File: src/rtl/mem_stage_pkg.sv
// Shared MEM-stage definitions: memory op codes, access sizes, FSM states and
// the write-back result record.
package mem_stage_pkg;

    typedef enum logic [3:0] {
        MEM_NONE = 4'd0,
        LD_B     = 4'd1,
        LD_BU    = 4'd2,
        LD_H     = 4'd3,
        LD_HU    = 4'd4,
        LD_W     = 4'd5,
        ST_B     = 4'd6,
        ST_H     = 4'd7,
        ST_W     = 4'd8
    } mem_op_e;

    typedef enum logic [1:0] {
        SIZE_B = 2'd0,
        SIZE_H = 2'd1,
        SIZE_W = 2'd2
    } mem_size_e;

    typedef enum logic [2:0] {
        S_IDLE  = 3'd0,
        S_REQ   = 3'd1,
        S_WAIT  = 3'd2,
        S_HOLD  = 3'd3,
        S_DRAIN = 3'd4
    } state_e;

    localparam logic [31:0] ZeroWord   = 32'h0000_0000;
    localparam logic [4:0]  NOPRegAddr = 5'b00000;

    typedef struct packed {
        logic [4:0]  waddr;
        logic [31:0] wdata;
        logic        we;
    } wb_res_t;

endpackage

File: src/rtl/mem_align.sv
// Byte-lane handling for the MEM stage: store strobes and lane replication,
// load byte/half selection with sign/zero extension, and the misalign check.
module mem_align
    import mem_stage_pkg::*;
(
    input  logic [3:0]  op,
    input  logic [1:0]  addr_lo,
    input  logic [31:0] store_data,
    input  logic [31:0] rdata,
    output logic        is_load,
    output logic        is_store,
    output logic [1:0]  size,
    output logic [3:0]  wstrb,
    output logic [31:0] wdata,
    output logic [31:0] load_data,
    output logic        misalign
);

    mem_op_e     op_e;
    logic [7:0]  rbyte;
    logic [15:0] rhalf;

    assign op_e  = mem_op_e'(op);
    assign rhalf = addr_lo[1] ? rdata[31:16] : rdata[15:0];

    always_comb begin
        rbyte = rdata[7:0];
        case (addr_lo)
            2'd1:    rbyte = rdata[15:8];
            2'd2:    rbyte = rdata[23:16];
            2'd3:    rbyte = rdata[31:24];
            default: rbyte = rdata[7:0];
        endcase
    end

    always_comb begin
        is_load   = 1'b0;
        is_store  = 1'b0;
        size      = SIZE_W;
        wstrb     = 4'b0000;
        wdata     = store_data;
        load_data = rdata;
        case (op_e)
            LD_B:  begin is_load = 1'b1; size = SIZE_B; load_data = {{24{rbyte[7]}}, rbyte}; end
            LD_BU: begin is_load = 1'b1; size = SIZE_B; load_data = {24'h0, rbyte}; end
            LD_H:  begin is_load = 1'b1; size = SIZE_H; load_data = {{16{rhalf[15]}}, rhalf}; end
            LD_HU: begin is_load = 1'b1; size = SIZE_H; load_data = {16'h0, rhalf}; end
            LD_W:  begin is_load = 1'b1; size = SIZE_W; end
            ST_B: begin
                is_store = 1'b1;
                size     = SIZE_B;
                wstrb    = 4'b0001 << addr_lo;
                wdata    = {4{store_data[7:0]}};
            end
            ST_H: begin
                is_store = 1'b1;
                size     = SIZE_H;
                wstrb    = addr_lo[1] ? 4'b1100 : 4'b0011;
                wdata    = {2{store_data[15:0]}};
            end
            ST_W: begin
                is_store = 1'b1;
                size     = SIZE_W;
                wstrb    = 4'b1111;
            end
            default: ;
        endcase
    end

    always_comb begin
        misalign = 1'b0;
        if (is_load || is_store) begin
            case (size)
                SIZE_H:  misalign = addr_lo[0];
                SIZE_W:  misalign = |addr_lo;
                default: misalign = 1'b0;
            endcase
        end
    end

endmodule

File: src/rtl/mem_stage.sv
// MEM pipeline stage: runs loads/stores over the data SRAM req/addr_ok/data_ok
// handshake, stalls the front of the pipe while busy, holds results for MEM/WB.
module mem_stage
    import mem_stage_pkg::*;
#(
    parameter int ADDR_W = 32,
    parameter int DATA_W = 32
) (
    input  logic              clk,
    input  logic              rst,
    input  logic              valid_i,
    input  logic [3:0]        mem_op_i,
    input  logic [ADDR_W-1:0] mem_addr_i,
    input  logic [DATA_W-1:0] store_data_i,
    input  logic [4:0]        waddr_i,
    input  logic [DATA_W-1:0] wdata_i,
    input  logic              we_i,
    input  logic              flush_i,
    input  logic              stall_down_i,
    output logic              stallreq_o,
    output logic              ale_o,
    output logic [4:0]        waddr_o,
    output logic [DATA_W-1:0] wdata_o,
    output logic              we_o,
    output logic              data_sram_req,
    output logic              data_sram_wr,
    output logic [1:0]        data_sram_size,
    output logic [3:0]        data_sram_wstrb,
    output logic [ADDR_W-1:0] data_sram_addr,
    output logic [DATA_W-1:0] data_sram_wdata,
    input  logic              data_sram_addr_ok,
    input  logic              data_sram_data_ok,
    input  logic [DATA_W-1:0] data_sram_rdata
);

    state_e            state, state_nxt;
    wb_res_t           hold_q, res;
    logic              capture, hold_clr, done;
    logic              is_load, is_store, misalign, is_mem;
    logic [1:0]        size;
    logic [3:0]        wstrb;
    logic [DATA_W-1:0] wdata_rep, load_data;
    logic              req, stall, ale, r_we;
    logic [4:0]        r_waddr;
    logic [DATA_W-1:0] r_wdata;

    mem_align u_align (
        .op         (mem_op_i),
        .addr_lo    (mem_addr_i[1:0]),
        .store_data (store_data_i),
        .rdata      (data_sram_rdata),
        .is_load    (is_load),
        .is_store   (is_store),
        .size       (size),
        .wstrb      (wstrb),
        .wdata      (wdata_rep),
        .load_data  (load_data),
        .misalign   (misalign)
    );

    assign is_mem    = valid_i & (is_load | is_store);
    assign res.waddr = waddr_i;
    assign res.wdata = is_load ? load_data : wdata_i;
    assign res.we    = we_i & is_load;

    always_comb begin
        state_nxt = state;
        capture   = 1'b0;
        hold_clr  = 1'b0;
        done      = 1'b0;
        req       = 1'b0;
        stall     = 1'b0;
        ale       = 1'b0;
        r_waddr   = waddr_i;
        r_wdata   = wdata_i;
        r_we      = we_i;
        case (state)
            S_IDLE, S_REQ: begin
                if (state == S_IDLE && is_mem) begin
                    r_we = 1'b0;
                    ale  = misalign & ~flush_i;
                end
                // An IDLE issue behaves as REQ in the same cycle, so an
                // immediate addr_ok is not lost.
                if (state == S_REQ || (is_mem && !flush_i && !misalign)) begin
                    req   = 1'b1;
                    stall = ~flush_i;
                    r_we  = 1'b0;
                    if (data_sram_addr_ok) begin
                        if (flush_i)
                            state_nxt = data_sram_data_ok ? S_IDLE : S_DRAIN;
                        else if (data_sram_data_ok)
                            done = 1'b1;
                        else
                            state_nxt = S_WAIT;
                    end else begin
                        state_nxt = flush_i ? S_IDLE : S_REQ;
                    end
                end
            end
            S_WAIT: begin
                stall = ~flush_i;
                r_we  = 1'b0;
                if (data_sram_data_ok) begin
                    if (flush_i) state_nxt = S_IDLE;
                    else         done = 1'b1;
                end else if (flush_i) begin
                    state_nxt = S_DRAIN;
                end
            end
            S_HOLD: begin
                r_waddr = hold_q.waddr;
                r_wdata = hold_q.wdata;
                r_we    = 1'b0;
                stall   = 1'b1;
                if (flush_i) begin
                    hold_clr  = 1'b1;
                    stall     = 1'b0;
                    state_nxt = S_IDLE;
                end else if (!stall_down_i) begin
                    r_we      = hold_q.we;
                    stall     = 1'b0;
                    hold_clr  = 1'b1;
                    state_nxt = S_IDLE;
                end
            end
            S_DRAIN: begin
                // Abandoned access still in flight: nothing is written back and
                // a newly arrived instruction waits until the bus is free.
                r_we  = 1'b0;
                stall = valid_i & ~flush_i;
                if (data_sram_data_ok) state_nxt = S_IDLE;
            end
            default: state_nxt = S_IDLE;
        endcase

        if (done) begin
            if (stall_down_i) begin
                capture   = 1'b1;
                stall     = 1'b1;
                r_we      = 1'b0;
                state_nxt = S_HOLD;
            end else begin
                r_wdata   = res.wdata;
                r_we      = res.we;
                stall     = 1'b0;
                state_nxt = S_IDLE;
            end
        end
    end

    always_ff @(posedge clk) begin
        if (rst) begin
            state  <= S_IDLE;
            hold_q <= '0;
        end else begin
            state <= state_nxt;
            if (capture)       hold_q <= res;
            else if (hold_clr) hold_q <= '0;
        end
    end

    assign stallreq_o      = ~rst & stall;
    assign ale_o           = ~rst & ale;
    assign we_o            = ~rst & r_we;
    assign waddr_o         = rst ? NOPRegAddr : r_waddr;
    assign wdata_o         = rst ? ZeroWord : r_wdata;
    assign data_sram_req   = ~rst & req;
    assign data_sram_wr    = ~rst & is_store;
    assign data_sram_size  = rst ? 2'b00 : size;
    assign data_sram_wstrb = rst ? 4'b0000 : wstrb;
    assign data_sram_addr  = rst ? '0 : mem_addr_i;
    assign data_sram_wdata = rst ? '0 : wdata_rep;

endmodule
File: config.mk
export PLATFORM = sky130hd
export DESIGN_NAME = mem_stage
export DESIGN_NICKNAME = d
export VERILOG_FILES = /design/src/rtl/mem_stage_pkg.sv /design/src/rtl/mem_align.sv /design/src/rtl/mem_stage.sv
export SDC_FILE = /design/constraint.sdc
export NUM_CORES = 1
export LEC_CHECK = 0
export BUFFER_PORTS_ARGS = -buffer_cell sky130_fd_sc_hd__buf_2
export CORE_MARGIN = 4
export CORE_UTILIZATION = 42
export CTS_CLUSTER_SIZE = 20
export DETAILED_ROUTE_END_ITERATION = 12
export PLACE_DENSITY_LB_ADDON = 0.25
export RECOVER_POWER = 25
export SLEW_MARGIN = 5
export SYNTH_ARGS = -nofsm -noshare
export SYNTH_HDL_FRONTEND = slang
export SYNTH_SLANG_ARGS = --single-unit
File: constraint.sdc
create_clock -name clk -period 2.73 [get_ports clk]
set_input_delay 0.273 -clock clk [delete_from_list [all_inputs] [get_ports clk]]
set_output_delay 0.273 -clock clk [all_outputs]
set_load 0.005 [all_outputs]
==> impl_metrics.toml <==
[cells_and_area]
drive_gt1_share_pct = 40.6
syn2layout_area_growth_pct = 41.2
fill_cells = 1091
finalNetCount = 1062
finalInstanceArea_um2 = 6930
final_util_pct = 60.7

[synth]
syn_area_per_cell_um2 = 7.18
synth.net_count = 828
synth_edf_count = 0
synthArstFlopShare_pct = 0
synth.yosys.seq_area_share_pct = 16.7
yosysWarnings = 0
ys_top_cells_by_area = "dfxtp_1 17%, a211oi_1 7.7%, nand2_1 7.5%, a22o_1 6.2%, nor2b_1 5.9%"
netlist.area_leader.share_pct = 16.7
syn_area_um2 = 4910
yosys_register_bits = 41
synth.most_common_cell = "nand2_1"
ys.flop_type = "dfxtp_1"
syn_inst = 683
synth_common_cells = "98 x nand2_1, 68 x clkbuf_1, 50 x a211oi_1, 46 x nor2b_1"
ys_types = 56
yosysTopAreaCell = "dfxtp_1"

[setup_path]
cp.arrival_ns = 2.49
end_kind = "output port"
worstPathMaxFanout = 3
crit_type = "input port to output port"
crit_path_start_kind = "input port"
startpoint = "mem_op_i[1]"
r2r_start = "state[1]"
required_ns = 2.46

[placement]
gp_congestion = 0.920
io_buffers = 256
dpl_cell_area_um2 = 6550
dpl.hpwl_um = 15400
pre_cts_ws_ns = -0.139

[sta]
slew_violations = 0
min_period_over_period_pct = 101
finalCriticalPeriod_ns = 2.76
setup_viol = 3
rsz0062_at_grt = "yes"
whs_ns = 0.224
hold_violations = 0
finalClockSkew_ns = 0.00565
tightest_slew_ns = 0.543
setup_ws_ns = -0.0297
maxSlewHeadroom_pct = 63.3
fmax_mhz = 362

[pwr]
powerDensity_nw_per_um2 = 372
peakVddDrop_mv = 0.290
p_leak_nw = 3.09

[drt]
drt-met1-wl_um = 8370
wire_per_inst_um = 19.6
drt_iter0_markers = 700
met2_length_um = 10100
top_layer = "met5"
drt_pass1_iterations = 6
vias_per_cell = 6.07
ant_nets = 0
wl_met3_um = 2130
drc_errors = 0
wirelength_um = 20800
vias = 6449

[clocking]
htree_levels = 2
clk_latency_ns = 0.28
root_buffer = "clkbuf_16"
cts_tree = "yes"
cts_setup_buffers = 0
path_clk_slew_ns = 0.06
cts_buffers = 5
clock_sinks = 41
clockBufferDepth = 2

[outcome]
violations = "negative setup slack"
outcome = "finished, violations left"

[global_route]
track_usage_pct = 29.0
grt_pass1_vias = 6067
grt_first_pass_wirelength_um = 31500
grt.overflow.total = 0
grt_antenna_before_repair = 1
grt_max_degree = 80

[die]
die_y_um = 116
coreArea_um2 = 11400
die_w_um = 116
rows = 39
ioPinCount = 257
fp.dieArea_um2 = 13500
start_util_pct = 43.0

[run]
maxCapViolations = 0

[hold_path]
hold_class = "input port to register"
hold_start = "waddr_i[0]"
state kept, by name (all words and copies together), names as in the netlist:
name and flops:
state 3, hold_q 38
kinds of logic after synthesis:
family	Yosys count	share of synthesized area (%)
AO/OA/AOI/OAI	255	39.8
XOR/XNOR	1	0.179
buffers and inverters	100	8.26
flip-flops	41	16.7
multiplexers	36	9.64
AND/OR/NAND/NOR	250	25.4
worst max-delay path, cell delays in order:
cell and delay (ns):
buf_2 0.12, o31a_1 0.31, or4_4 0.50, or4b_4 0.53
a21oi_1 0.32, a211oi_1 0.15, buf_4 0.16, buf_2 0.12
worst paths after layout:
path	endpoint	slack, ns	cells after the start
max	wdata_o[15]	-0.03	8
min	hold_q[33]	0.22	2
max reg2reg	hold_q[13]	0.47	7
min reg2reg	hold_q[16]	0.47	1
per-layer routing:
| layer | global-route usage, % | up-vias |
|---|---|---|
| li1 | - | 3062 |
| met1 | 38.5 | 2961 |
| met2 | 48.9 | 398 |
| met3 | 5.54 | 26 |
| met4 | 6.03 | 2 |
| met5 | 0 | - |
repair_timing:
| action | CTS | global route |
|---|---|---|
| endpoints found under the setup margin | 33 | 34 |
| pin swaps | 0 | 1 |
| cloned | 0 | 1 |
| hold buffers | 0 | 0 |
| resized for setup | 11 | 25 |
area by class of cell:
class | instances | area (um2) | area share [%]
diodes | 2 | 5.00 | 0.0722
clock buffers | 6 | 139 | 2.00
clock inverters | 2 | 37.5 | 0.542
inverters | 16 | 60.1 | 0.867
multi-input cells | 542 | 3860 | 55.7
flip-flops and latches | 41 | 825 | 11.9
well taps | 143 | 179 | 2.58
repair buffers | 311 | 1820 | 26.3
power breakdown:
part	switching (mW)	internal (mW)
combinational	0.653	0.525
sequential	0.0376	0.639
clock	0.264	0.457
total	0.955	1.62
cells in the final DEF, fill, tap and decap left out, types with 9 or more instances in the layout:
cell and count:
a32o_1 17, inv_1 16, o211ai_1 16, dfxtp_1 40, a22o_1 35, nor3_1 9
nor2_1 35, nor2b_1 46, mux2i_1 18, a311oi_1 26, mux2_2 10, nand2_1 98
o21ai_0 14, nand2b_1 25, buf_2 255, buf_4 45, a21oi_1 41, a211oi_2 15
a211oi_1 35
metrics by stage:
step	total power [mW]	std cells	TNS (ns)
after detailed placement	1.80	1052	-4.81
after global placement	1.80	1052	-1.46
final	2.58	1063	-0.0446
after CTS	2.53	1060	0
after global routing	2.71	1061	-0.528
after floorplan	1.33	683	0
(Power assumes the default switching activity.)
